`src/rtl/icache_direct.sv`:
```
// Direct-mapped, read-only instruction cache with single-request line refill.
// Optional hit/miss counters are enabled by defining ICACHE_STATS_EN.
module icache_direct #(
  parameter int LINES = 8,
  parameter int IDX_W = 3
) (
  input  logic          clk,
  input  logic          rst_n,
  input  logic [31:0]   IR_addr,
  output logic [31:0]   IR,
  output logic          ic_stall,
  input  logic          flush,
  output logic          mem_read,
  output logic [27:0]   mem_addr,
  input  logic [127:0]  mem_rdata,
`ifdef ICACHE_STATS_EN
  input  logic          mem_ready,
  output logic [31:0]   hit_cnt,
  output logic [31:0]   miss_cnt
`else
  input  logic          mem_ready
`endif
);

  localparam int TAG_W = 28 - IDX_W;

  typedef enum logic {IDLE, FILL} state_t;

  state_t             state, state_nxt;
  logic [LINES-1:0]   valid;
  logic [TAG_W-1:0]   tag_store  [LINES];
  logic [127:0]       data_store [LINES];
  logic               flush_pend;

  logic [IDX_W-1:0]   idx;
  logic [TAG_W-1:0]   tag;
  logic [1:0]         offset;
  logic [IDX_W-1:0]   fill_idx;
  logic [TAG_W-1:0]   fill_tag;
  logic               hit;
  logic               start_fill;
  logic               fill_done;
  logic [127:0]       line_rd;
  logic [31:0]        hit_word;
  logic               unused_addr_bits;

  assign idx    = IR_addr[IDX_W+3:4];
  assign tag    = IR_addr[31:IDX_W+4];
  assign offset = IR_addr[3:2];
  assign unused_addr_bits = ^IR_addr[1:0];

  // The refill targets the latched line, not whatever the core presents now.
  assign fill_idx = mem_addr[IDX_W-1:0];
  assign fill_tag = mem_addr[27:IDX_W];

  assign hit        = valid[idx] && (tag_store[idx] == tag);
  assign start_fill = (state == IDLE) && !hit;
  assign fill_done  = (state == FILL) && mem_read && mem_ready;

  always_comb begin
    // NOTE: every comb output gets a default first so no path can infer a latch.
    line_rd  = data_store[idx];
    hit_word = line_rd[31:0];
    unique case (offset)
      2'd0: hit_word = line_rd[31:0];
      2'd1: hit_word = line_rd[63:32];
      2'd2: hit_word = line_rd[95:64];
      2'd3: hit_word = line_rd[127:96];
    endcase
  end

  // FSM: state register
  always_ff @(posedge clk or negedge rst_n) begin
    // NOTE: sequential state uses non-blocking assignments so all flops update together.
    if (!rst_n) state <= IDLE;
    else        state <= state_nxt;
  end

  // FSM: next-state logic
  always_comb begin
    state_nxt = state;
    unique case (state)
      IDLE: if (start_fill) state_nxt = FILL;
      FILL: if (fill_done)  state_nxt = IDLE;
    endcase
  end

  // FSM: outputs to the core
  always_comb begin
    IR       = '0;
    ic_stall = 1'b1;
    if ((state == IDLE) && hit) begin
      IR       = hit_word;
      ic_stall = 1'b0;
    end
  end

  // Request handshake, valid bits and deferred flush
  always_ff @(posedge clk or negedge rst_n) begin
    if (!rst_n) begin
      mem_read   <= 1'b0;
      mem_addr   <= '0;
      valid      <= '0;
      flush_pend <= 1'b0;
    end else begin
      if (start_fill) begin
        mem_read <= 1'b1;
        mem_addr <= IR_addr[31:4];
      end else if (fill_done) begin
        mem_read <= 1'b0;
      end

      if ((state == IDLE) && flush) valid <= '0;

      if (state == FILL) begin
        if (flush) flush_pend <= 1'b1;
        if (fill_done) begin
          flush_pend <= 1'b0;
          // A flush seen at any point during the fill also discards the new line.
          if (flush_pend || flush) valid <= '0;
          else                     valid[fill_idx] <= 1'b1;
        end
      end
    end
  end

  // NOTE: tag/data arrays are not reset; the valid bits alone gate their use.
  always_ff @(posedge clk) begin
    if (fill_done) begin
      data_store[fill_idx] <= mem_rdata;
      tag_store[fill_idx]  <= fill_tag;
    end
  end

`ifdef ICACHE_STATS_EN
  always_ff @(posedge clk or negedge rst_n) begin
    if (!rst_n) begin
      hit_cnt  <= '0;
      miss_cnt <= '0;
    end else begin
      if ((state == IDLE) && hit) hit_cnt  <= hit_cnt + 32'd1;
      if (start_fill)             miss_cnt <= miss_cnt + 32'd1;
    end
  end
`endif

endmodule

```
`config.mk`:
```
export PLATFORM = sky130hd
export DESIGN_NAME = icache_direct
export DESIGN_NICKNAME = d
export VERILOG_FILES = /design/src/rtl/icache_direct.sv
export SDC_FILE = /design/constraint.sdc
export NUM_CORES = 1
export LEC_CHECK = 0
export CORE_ASPECT_RATIO = 0.7
export CORE_MARGIN = 2
export CORE_UTILIZATION = 50
export DETAILED_ROUTE_END_ITERATION = 8
export HOLD_SLACK_MARGIN = 0.08
export PLACE_DENSITY_LB_ADDON = 0.15
export REMOVE_ABC_BUFFERS = 1
export SLEW_MARGIN = 5
export SYNTH_ARGS = -nofsm -noshare
export SYNTH_HDL_FRONTEND = slang
export SYNTH_SLANG_ARGS = --single-unit
```
`constraint.sdc`:
```
create_clock -name clk -period 17.8 [get_ports clk]
set_clock_uncertainty 0.05 [all_clocks]
set_input_delay 3.56 -clock clk [delete_from_list [all_inputs] [get_ports clk]]
set_output_delay 3.56 -clock clk [all_outputs]
set_load 0.01 [all_outputs]
```
# Word level (Yosys, flattened, before mapping)
# Memories as Yosys holds them, arrays and structs flattened.
# Cells that the tools add are included.
dict set report op_classes {
  n_addsub 0
  bitwise 2
  order_cmp 3
  shift 0
  n_eq_ne 4
  n_reduce_logical 13
  mul 0
  div 0
  mux 20
}
# operator n
set ops {}
lappend ops {{case mux 32 bit (4 select lines)} 1}
lappend ops {{2-to-1 mux 32 bit} 1}
lappend ops {{2-to-1 mux 8 bit} 4}
lappend ops {{== test 25 bit} 1}
lappend ops {{2-to-1 mux 1 bit} 11}
lappend ops {{less-than comparator 3 x 4 -> 1 bit (second input constant)} 2}
lappend ops {{bitwise OR 8 bit} 1}
lappend ops {{logical AND 1 bit} 7}
lappend ops {{== test 2 bit (second input constant)} 2}
lappend ops {{nonzero test 2 bit} 2}
lappend ops {{binary-select mux 1 bit (select 3 bit)} 1}
lappend ops {{demux 1 bit (select 3 bit)} 1}
lappend ops {{greater-or-equal comparator 3 x 1 -> 1 bit (second input constant)} 1}
lappend ops {{== test 2 x 1 -> 1 bit (second input constant)} 1}
lappend ops {{logical NOT 2 bit} 1}
lappend ops {{case mux 1 bit (2 select lines)} 1}
lappend ops {{AND reduction 2 bit} 1}
lappend ops {{logical NOT 1 bit} 1}
lappend ops {{logical OR 1 bit} 1}
lappend ops {{inverter 1 bit} 1}
dict set report word_totals {
  ram_bits 1224
  regBits 39
  mem_count 2
  latchBits 0
  mem_bits_ro 0
  output_inout_bits 62
}
# memory words word_bits rd rd_clocked_by_memory_dff wr line
set memory_table {}
lappend memory_table {data_store 8 128 1 0 1 32} ;# logic [127:0] data_store [LINES];
lappend memory_table {tag_store 8 25 1 0 1 31} ;# logic [TAG_W-1:0] tag_store [LINES];

# Logic depth before layout (Yosys ltp)
# Gate-level depths: netlist (run 1).
dict set report logic_depth {
  word_depth 8
  ltp_mapped 11
}

# Worst setup path after synthesis (run 1)
# No wires, ideal clock.
dict set report synth_path {
  kind {input to register}
  from {input port mem_ready}
  to {memory data_store[0][0] (enable)}
  stages 2
  required_time_ns 16.706
  setup_ns 1.044
  setup_slack_ns -1.477
  arrival_time_ns 18.183
  path_cell_list {nand3_1 > nor4_1}
}
dict set report synth_between {
  elab_chain_len 3
}
# element line
set synth_lines {}
lappend synth_lines {{start, declared} 21} ;# input logic mem_ready
lappend synth_lines {{logical AND 1 bit} 58} ;# assign fill_done = (state == FILL) && mem_read && mem_ready;
lappend synth_lines {{2-to-1 mux 1 bit} 129} ;# if (fill_done) begin
lappend synth_lines {{2-to-1 mux 1 bit (implied by the code)} 130} ;# data_store[fill_idx] <= mem_rdata;
lappend synth_lines {{end, declared} 32}
# Every way passes these cells.

# Worst setup path after layout (run 1)
dict set report layout_path {
  from {input port IR_addr[5]}
  to {output port IR[4]}
}
dict set report layout_between {
  elab_chain_len 5
  elab_cells_between_ends 9
  classes_between {eq/ne (1); mux (4); reduce/logical (2); memory (2)}
}
# element line
set layout_lines {}
lappend layout_lines {{start, declared} 9} ;# input logic [31:0] IR_addr,
lappend layout_lines {{memory (8 x 25 bit) / binary-select mux 1 bit (select 3 bit) (equally long branches)} -}
lappend layout_lines {{== test 25 bit / 2-to-1 mux 1 bit (equally long branches)} 56} ;# assign hit = valid[idx] && (tag_store[idx] == tag);
lappend layout_lines {{logical AND 1 bit} 56}
lappend layout_lines {{logical AND 1 bit} 92} ;# if ((state == IDLE) && hit) begin
lappend layout_lines {{2-to-1 mux 32 bit (*)} 92}
lappend layout_lines {{end, declared} 10} ;# output logic [31:0] IR,
# Every way passes the cells marked *; elsewhere a longest branch is shown, timed or not. The select of a mux whose other input is x is not followed.

==> out/qor.yml, run 1 <==
outcome: "complete, no violations"
fp-row-count: 95
grt_start_max_net_pins: 134
wire_per_inst_um: 28.1
hold_violations: 0
clk_pin_slew_ns: 0.06
swShare: 0.215
antenna_found_initial: 16
multiInputGateArea_sq_um: 10400
drtIter0Drc: 1909
dieArea_sq_um: 99700
synth.most_common_cell: "edfxtp_1"
arrival_ns: 8.07
viasPerCell: 5.95
synthDistinctLibCells: 46
synth_edf_count: 1224
synth_area_per_cell_sq_um: 24.0
portBuffers: 223
die_y_um: 265
critPathSlowestCell: "clkdlybuf4s50_1"
initial_core_util: 0.505
drive_gt1_frac: 0.269
ys_ff_latch: 1263
setup_tns_ns: 0
ff_latch_area_sq_um: 37700
h-tree-depth: 3
antenna_left: 0
worst_pin_slew_ns: 1.07
grt_pass1_wl_um: 153000
areaGrowthSynthToFinish_pct: 15.7
rsz0062_at_grt: "no"
hold_depth: 1
worst-path-max-fanout: 66
ys.flop_type: "edfxtp_1"
worstPathCellList: "buf_8 -> buf_4 -> nand2b_1 -> o22ai_1 -> o21ai_0 -> nand4_1 -> nor4_2 -> nand4_1 -> buf_4 -> nor3_1 -> clkdlybuf4s50_1"
clock_latency_ns: 0.70
seqPwrFrac: 0.541
power.internal_uw: 5140
hpwl_um: 53700
cts_tree: "done"
syn_area_sq_um: 48600
vias: 21800
worstReg2RegEnd: "data_store[4][13]"
fin_nets: 2461
yosysTopAreaCell: "edfxtp_1"
grt_pass1_vias: 23100
cts_buffers: 117
yosys_warnings: 0
combinationalPowerShare: 0.077
worstPathRequired_ns: 14.19
whs_ns: 0.439
min_path_type: "reg2reg"
boundaryPins: 226
crit_type: "in2out"
slew_headroom: 0.283
synth_top_area_frac: 0.757
core_sq_um: 96200
reg2regPathDepth: 5
synth_common_cells: "edfxtp_1 (1224), mux4_2 (341), mux2i_1 (57), mux2_2 (54), clkbuf_1 (50)"
min_to: "valid[5]"
cts_hold_buf: 0
cap_viol_max_count: 0
power_switching_uw: 1410
first_pass_iters: 5
grt_remaining_overflow: 0
grt_usage: 0.210
r2r-start: "state"
finalSetupViolations: 0
netlist_top_cells_area: "edfxtp_1 (76%), mux4_2 (16%), dfrtp_1 (2.0%), mux2_2 (1.3%), mux2i_1 (1.2%)"
hold_start: "valid[5]"
place.gp.congestion: 0.771
drc_errors: 0
fmax_ghz: 0.0856
nFillCells: 6819
postSynthCellCount: 2020
period_share: 0.656
p_leak_uw: 0.0176
power_frac_clock: 0.382
cts_root_buffer: "clkbuf_16"
drt_wl_total_um: 103000
drv_slew: 0
fp.dieW_um: 376
cts.sinks: 1263
cts_setup_buffers: 0
endpoint_kind: "primary output"
cts.repair.resized: 0
vdd_drop_max_uv: 84.1
critPathMaxStageDelay_ns: 0.62
period_minus_slack_ns: 11.68
yosysSeqAreaShare: 0.777
clk_path_buf_depth: 3
power_density_nw_per_um2: 117
cp-start-kind: "input pin"
regToRegSetupSlack_ns: 12.81
synth-async-reset-ratio: 0.0309
## final cells by class
type	instances	share of cell area
diodes	4	0.000178
clock buffers	152	0.0565
clock inverters	67	0.0121
inverters	2	0.000134
multi-input cells	654	0.185
flip-flops and latches	1263	0.672
well taps	1261	0.0281
repair buffers	259	0.0460
## power by group through the flow
stage | Sequential [uW] | Combinational (uW) | Clock (uW)
global route | 3560 | 537 | 2670
detailed placement | 3610 | 511 | 0
floorplan | 3620 | 227 | 0
global placement | 3600 | 503 | 0
finish | 3550 | 503 | 2500
CTS | 3550 | 513 | 2560
## sequential cells by signal, summed over array words and instances (netlist names)
signal and cells:
mem_read 1, valid 8, mem_addr 28, state 1, flush_pend 1, data_store 1024, tag_store 200
## kinds of logic (layout without fill, tap and decap cells)
| family | after synthesis | after routing | share of synthesized area |
|---|---|---|---|
| buffers and inverters | 103 | 480 | 0.00982 |
| AO/OA/AOI/OAI | 64 | 64 | 0.00951 |
| AND/OR/NAND/NOR | 105 | 105 | 0.0125 |
| XOR/XNOR | 12 | 12 | 0.00216 |
| multiplexers | 473 | 473 | 0.189 |
| flip-flops | 1263 | 1263 | 0.777 |
| other | 0 | 4 | 0 |
## critical path, delay by kind of cell
family	cells	cell delay [ns]
AND/OR/NAND/NOR	5	1.75
AO/OA/AOI/OAI	2	0.53
buffers and inverters	4	2.02
## routing by layer
metal  global-route usage  share of wire  up-vias
li1                     -              -     9279
met1                0.301           0.44    11800
met2                0.334           0.49      514
met3               0.0479          0.056      149
met4               0.0488          0.020       22
met5                    0         0.0012        -
## metrics by stage
| stage | utilization | total power [uW] | area [sq um] | worst slack [ns] | cells |
|---|---|---|---|---|---|
| final | 0.584 | 6550 | 56200 | 6.12 | 3662 |
| after global placement | 0.544 | 4100 | 52300 | 6.09 | 3439 |
| after detailed placement | 0.544 | 4120 | 52300 | 6.13 | 3439 |
| after floorplan | - | 3840 | 48100 | -1.61 | 1919 |
| after CTS | 0.584 | 6620 | 56200 | 6.10 | 3658 |
| after global routing | 0.584 | 6770 | 56200 | 5.87 | 3661 |
## layout by cell type (no fill, tap or decap), types with 3 or more instances in the layout
cell type	count
clkinv_1	22
nand4_1	6
clkdlybuf4s50_1	217
o22ai_1	21
mux2i_1	57
nor2b_1	3
edfxtp_1	1224
buf_12	6
inv_6	3
or2_2	4
nor3_2	4
mux4_2	341
dfrtp_1	38
nor4_1	7
nand2_1	7
clkbuf_1	27
a22o_1	6
bufinv_16	13
o21a_1	16
buf_4	32
mux2_2	54
nor2_4	3
xor2_1	7
diode_2	4
o21ai_0	8
nor3_1	45
xnor2_1	5
or3_1	6
clkbuf_8	6
mux2_4	20
clkinv_2	20
nand2b_1	6
clkbuf_16	120
clkinvlp_4	6
## how the worst max path moves through the flow
| stage | startpoint | end | slack, ns | cells past startpoint |
|---|---|---|---|---|
| 2_1_floorplan | mem_ready | data_store[0][0] | -1.61 | 2 |
| 5_1_grt | IR_addr[5] | IR[4] | 5.87 | 11 |
| 3_5_place_dp | IR_addr[5] | IR[4] | 6.13 | 11 |
| 6_report | IR_addr[5] | IR[4] | 6.12 | 11 |
| 4_1_cts | IR_addr[5] | IR[4] | 6.10 | 11 |
| 3_3_place_gp | IR_addr[5] | IR[22] | 6.09 | 11 |
(Power assumes the default switching activity.)
==> run 2, diff against run 1 <==
==> constraint.sdc (replaced) <==
create_clock -name clk -period 10.4 [get_ports clk]
set_clock_uncertainty 0.05 [all_clocks]
set_input_delay 2.08 -clock clk [delete_from_list [all_inputs] [get_ports clk]]
set_output_delay 2.08 -clock clk [all_outputs]
set_load 0.01 [all_outputs]
==> out/qor.yml, run 2 (synthesis results as in run 1) <==
outcome: "complete, no violations"
crit_type: "in2out"
initial_core_util: 0.505
met1_usage: 0.295
fp-row-count: 95
setup_tns_ns: 0
boundaryPins: 226
reg_top3: "data_store (1024), tag_store (200), mem_addr (28)"
grt_pass1_vias: 23500
drc_errors: 0
power_density_nw_per_um2: 197
drt_wl_total_um: 102000
met2_usage: 0.339
cts.sinks: 1263
fmax_ghz: 0.122
antenna_found_initial: 16
min_path_type: "reg2reg"
worst_pin_slew_ns: 1.10
endpoint_kind: "primary output"
worst-path-max-fanout: 145
arrival_ns: 6.04
cts_root_buffer: "clkbuf_16"
slew_headroom: 0.267
cts.repair.resized: 0
dieArea_sq_um: 99700
worstPathRequired_ns: 8.27
regToRegSetupSlack_ns: 6.08
cts_buffers: 117
drtIter0Drc: 2001
fp.dieW_um: 376
hold_violations: 0
grt_usage: 0.208
portBuffers: 223
drv_slew: 0
cts_tree: "done"
die_y_um: 265
fin_nets: 2462
cp-start-kind: "input pin"
finalSetupViolations: 0
final_cell_mix: "edfxtp_1 (1224), mux4_2 (341), clkdlybuf4s50_1 (217), clkbuf_16 (117), mux2i_1 (57)"
core_sq_um: 96200
grt_pass1_wl_um: 153000
cts_setup_buffers: 0
grt_remaining_overflow: 0
areaGrowthSynthToFinish_pct: 15.4
grt_start_max_net_pins: 146
postLayoutCoreUtil: 0.583
period_share: 0.786
drive_gt1_frac: 0.264
cap_viol_max_count: 0
clk_path_buf_depth: 3
mostFrequentLayoutCell: "edfxtp_1"
cts_hold_buf: 0
largest_reg_flops: 1024
p_leak_uw: 0.0175
h-tree-depth: 3
clk_pin_slew_ns: 0.06
wire_per_inst_um: 28.0
grt_busiest_layer: "met2"
gr-usage-met3: 0.0423
place.gp.congestion: 0.769
period_minus_slack_ns: 8.17
rsz0062_at_grt: "no"
first_pass_iters: 5
total_power_uw: 11000
viasPerCell: 5.97
hpwl_um: 53000
antenna_left: 0
vias: 21800
vdd_drop_max_uv: 145
clock_latency_ns: 0.69
top_register: "data_store"
## run 2: final timing paths
kind | from | to | cells past startpoint
hold reg to reg | valid[1] | valid[1] | 1
max in group asynchronous | rst_n | state | 2
hold / removal | valid[1] | valid[1] | 1
setup reg to reg | state | data_store[3][0] | 5
min in group asynchronous | rst_n | mem_addr[3] | 2
setup / recovery | IR_addr[5] | IR[2] | 8
## run 2: worst max-delay path: stages
cell,delay [ns]
buf_8,0.45
buf_4,0.61
buf_12,0.64
mux4_2,0.43
mux4_2,0.49
mux2i_1,0.33
nor3_1,0.16
clkdlybuf4s50_1,0.56
## run 2: per-layer routing
metal | up-vias | part of all wire | wire (um)
li1 | 9275 | - | -
met1 | 11900 | 0.44 | 44600
met2 | 493 | 0.49 | 50300
met3 | 150 | 0.052 | 5350
met4 | 26 | 0.017 | 1770
met5 | - | 0.0016 | 163
## run 2: report_power, final
group	total, uW	switching, uW	internal (uW)
combinational	857	424	433
sequential	6070	174	5900
clock	4110	1790	2320
total	11000	2390	8650
## run 2: cell type report
type	instances	area, sq um
inverters	2	7.51
well taps	1261	1580
clock buffers	158	3150
multi-input cells	654	10400
fillers	6776	40100
repair buffers	260	2640
flip-flops and latches	1263	37700
diodes	2	5.00
clock inverters	56	522
## run 2: metrics by stage
stage / hold WS, ns / setup slack [ns] / instances / instance area, sq um
after floorplan: 0.409 / -7.53 / 1919 / 48100
after global placement: 0.417 / 2.21 / 3440 / 52400
after detailed placement: 0.429 / 2.23 / 3440 / 52400
after CTS: 0.447 / 2.21 / 3654 / 56000
after global routing: 0.463 / 1.95 / 3655 / 56000
final: 0.443 / 2.23 / 3656 / 56000
==> run 3, diff against run 2 <==
==> constraint.sdc (replaced) <==
create_clock -name clk -period 7.8 [get_ports clk]
set_clock_uncertainty 0.05 [all_clocks]
set_input_delay 1.56 -clock clk [delete_from_list [all_inputs] [get_ports clk]]
set_output_delay 1.56 -clock clk [all_outputs]
set_load 0.01 [all_outputs]
==> out/qor.yml, run 3 (synthesis results as in run 1) <==
outcome: "complete, no violations"
endpoint_kind: "primary output"
worstPathRequired_ns: 6.19
hpwl_um: 54800
h-tree-depth: 3
worst_pin_slew_ns: 1.04
portBuffers: 223
cp_common_cell: "nor3_1"
largest_reg_flops: 1024
top_register: "data_store"
finalSetupViolations: 0
dp_slack_ns: 0.911
areaGrowthSynthToFinish_pct: 15.8
wire_per_inst_um: 27.7
total_power_uw: 14900
period_minus_slack_ns: 6.94
cts_tree: "done"
grt_pass1_vias: 23200
path_delay_family: "simple AND/OR/NAND/NOR gates"
slew_headroom: 0.304
place.gp.congestion: 0.754
cp-start-kind: "input pin"
hold_violations: 0
postLayoutCoreUtil: 0.585
arrival_ns: 5.33
drv_slew: 0
cp_num_buf_inv: 3
fp-row-count: 95
whs_ns: 0.439
hold_depth: 1
worst-path-max-fanout: 82
grt_usage: 0.208
fp.dieW_um: 376
crit_type: "in2out"
fin_ws_ns: 0.865
cts_buffers: 118
vdd_drop_max_uv: 196
critPathMaxStageDelay_ns: 0.71
viasPerCell: 5.93
core_sq_um: 96200
clk_pin_slew_ns: 0.06
drc_errors: 0
clock_latency_ns: 0.69
worstPathCellList: "clkbuf_8 -> nor2b_1 -> a22o_1 -> nor3_1 -> nor3_1 -> and4_1 -> nand4_1 -> buf_4 -> nor3_1 -> clkdlybuf4s50_1"
antenna_left: 0
boundaryPins: 226
regToRegSetupSlack_ns: 4.38
cts_setup_buffers: 0
grt_start_max_net_pins: 110
cts_root_buffer: "clkbuf_16"
cts.sinks: 1263
p_leak_uw: 0.0177
die_y_um: 265
drive_gt1_frac: 0.273
dieArea_sq_um: 99700
reg2regPathDepth: 7
rsz0062_at_grt: "no"
initial_core_util: 0.505
grt_remaining_overflow: 0
mostFrequentLayoutCell: "edfxtp_1"
drtIter0Drc: 1899
cts_hold_buf: 0
vias: 21800
power_density_nw_per_um2: 265
first_pass_iters: 5
setup_tns_ns: 0
path_depth: 10
critPathSlowestCell: "nor2b_1"
grt_pass1_wl_um: 152000
period_share: 0.889
reg_top3: "data_store (1024), tag_store (200), mem_addr (28)"
fin_nets: 2474
clk_path_buf_depth: 3
nFillCells: 6795
final_cell_mix: "edfxtp_1 (1224), mux4_2 (341), clkdlybuf4s50_1 (217), clkbuf_16 (122), mux2i_1 (57)"
min_path_type: "reg2reg"
fmax_ghz: 0.144
antenna_found_initial: 15
cap_viol_max_count: 0
cts.repair.resized: 0
drt_wl_total_um: 102000
==> run 3: power breakdown <==
| group | switching (uW) | internal (uW) |
|---|---|---|
| clock network | 2400 | 3240 |
| logic | 573 | 578 |
| registers | 227 | 7870 |
| total | 3200 | 11700 |
==> run 3: layout make-up <==
type,instances,area [sq um],area share
Clock buffer,161,3290,0.0585
Multi-Input combinational cell,654,10400,0.185
Antenna cell,2,5.00,0.0000890
Timing Repair Buffer,271,2680,0.0477
Sequential cell,1263,37700,0.671
Inverter,2,7.51,0.000133
Clock inverter,63,551,0.00979
Tap cell,1261,1580,0.0280
==> run 3: final timing paths <==
path / start / to
max: IR_addr[6] / IR[21]
min in group asynchronous: rst_n / mem_addr[21]
max reg2reg: valid[7] / mem_addr[6]
min reg2reg: valid[3] / valid[3]
min: valid[3] / valid[3]
max in group asynchronous: rst_n / state
==> run 3: per-stage QoR <==
step                area, sq um  cells
floorplan                 48100   1919
global placement          52400   3451
detailed placement        52400   3451
CTS                       56200   3675
global route              56200   3676
finish                    56200   3677
==> run 3: routing by layer <==
| layer | up-vias | wire length [um] | global-route usage |
|---|---|---|---|
| met5 | - | 117 | 0 |
| met3 | 145 | 5700 | 0.0411 |
| met2 | 559 | 50600 | 0.339 |
| met1 | 11800 | 43800 | 0.296 |
| li1 | 9322 | - | - |
| met4 | 20 | 1780 | 0.0470 |
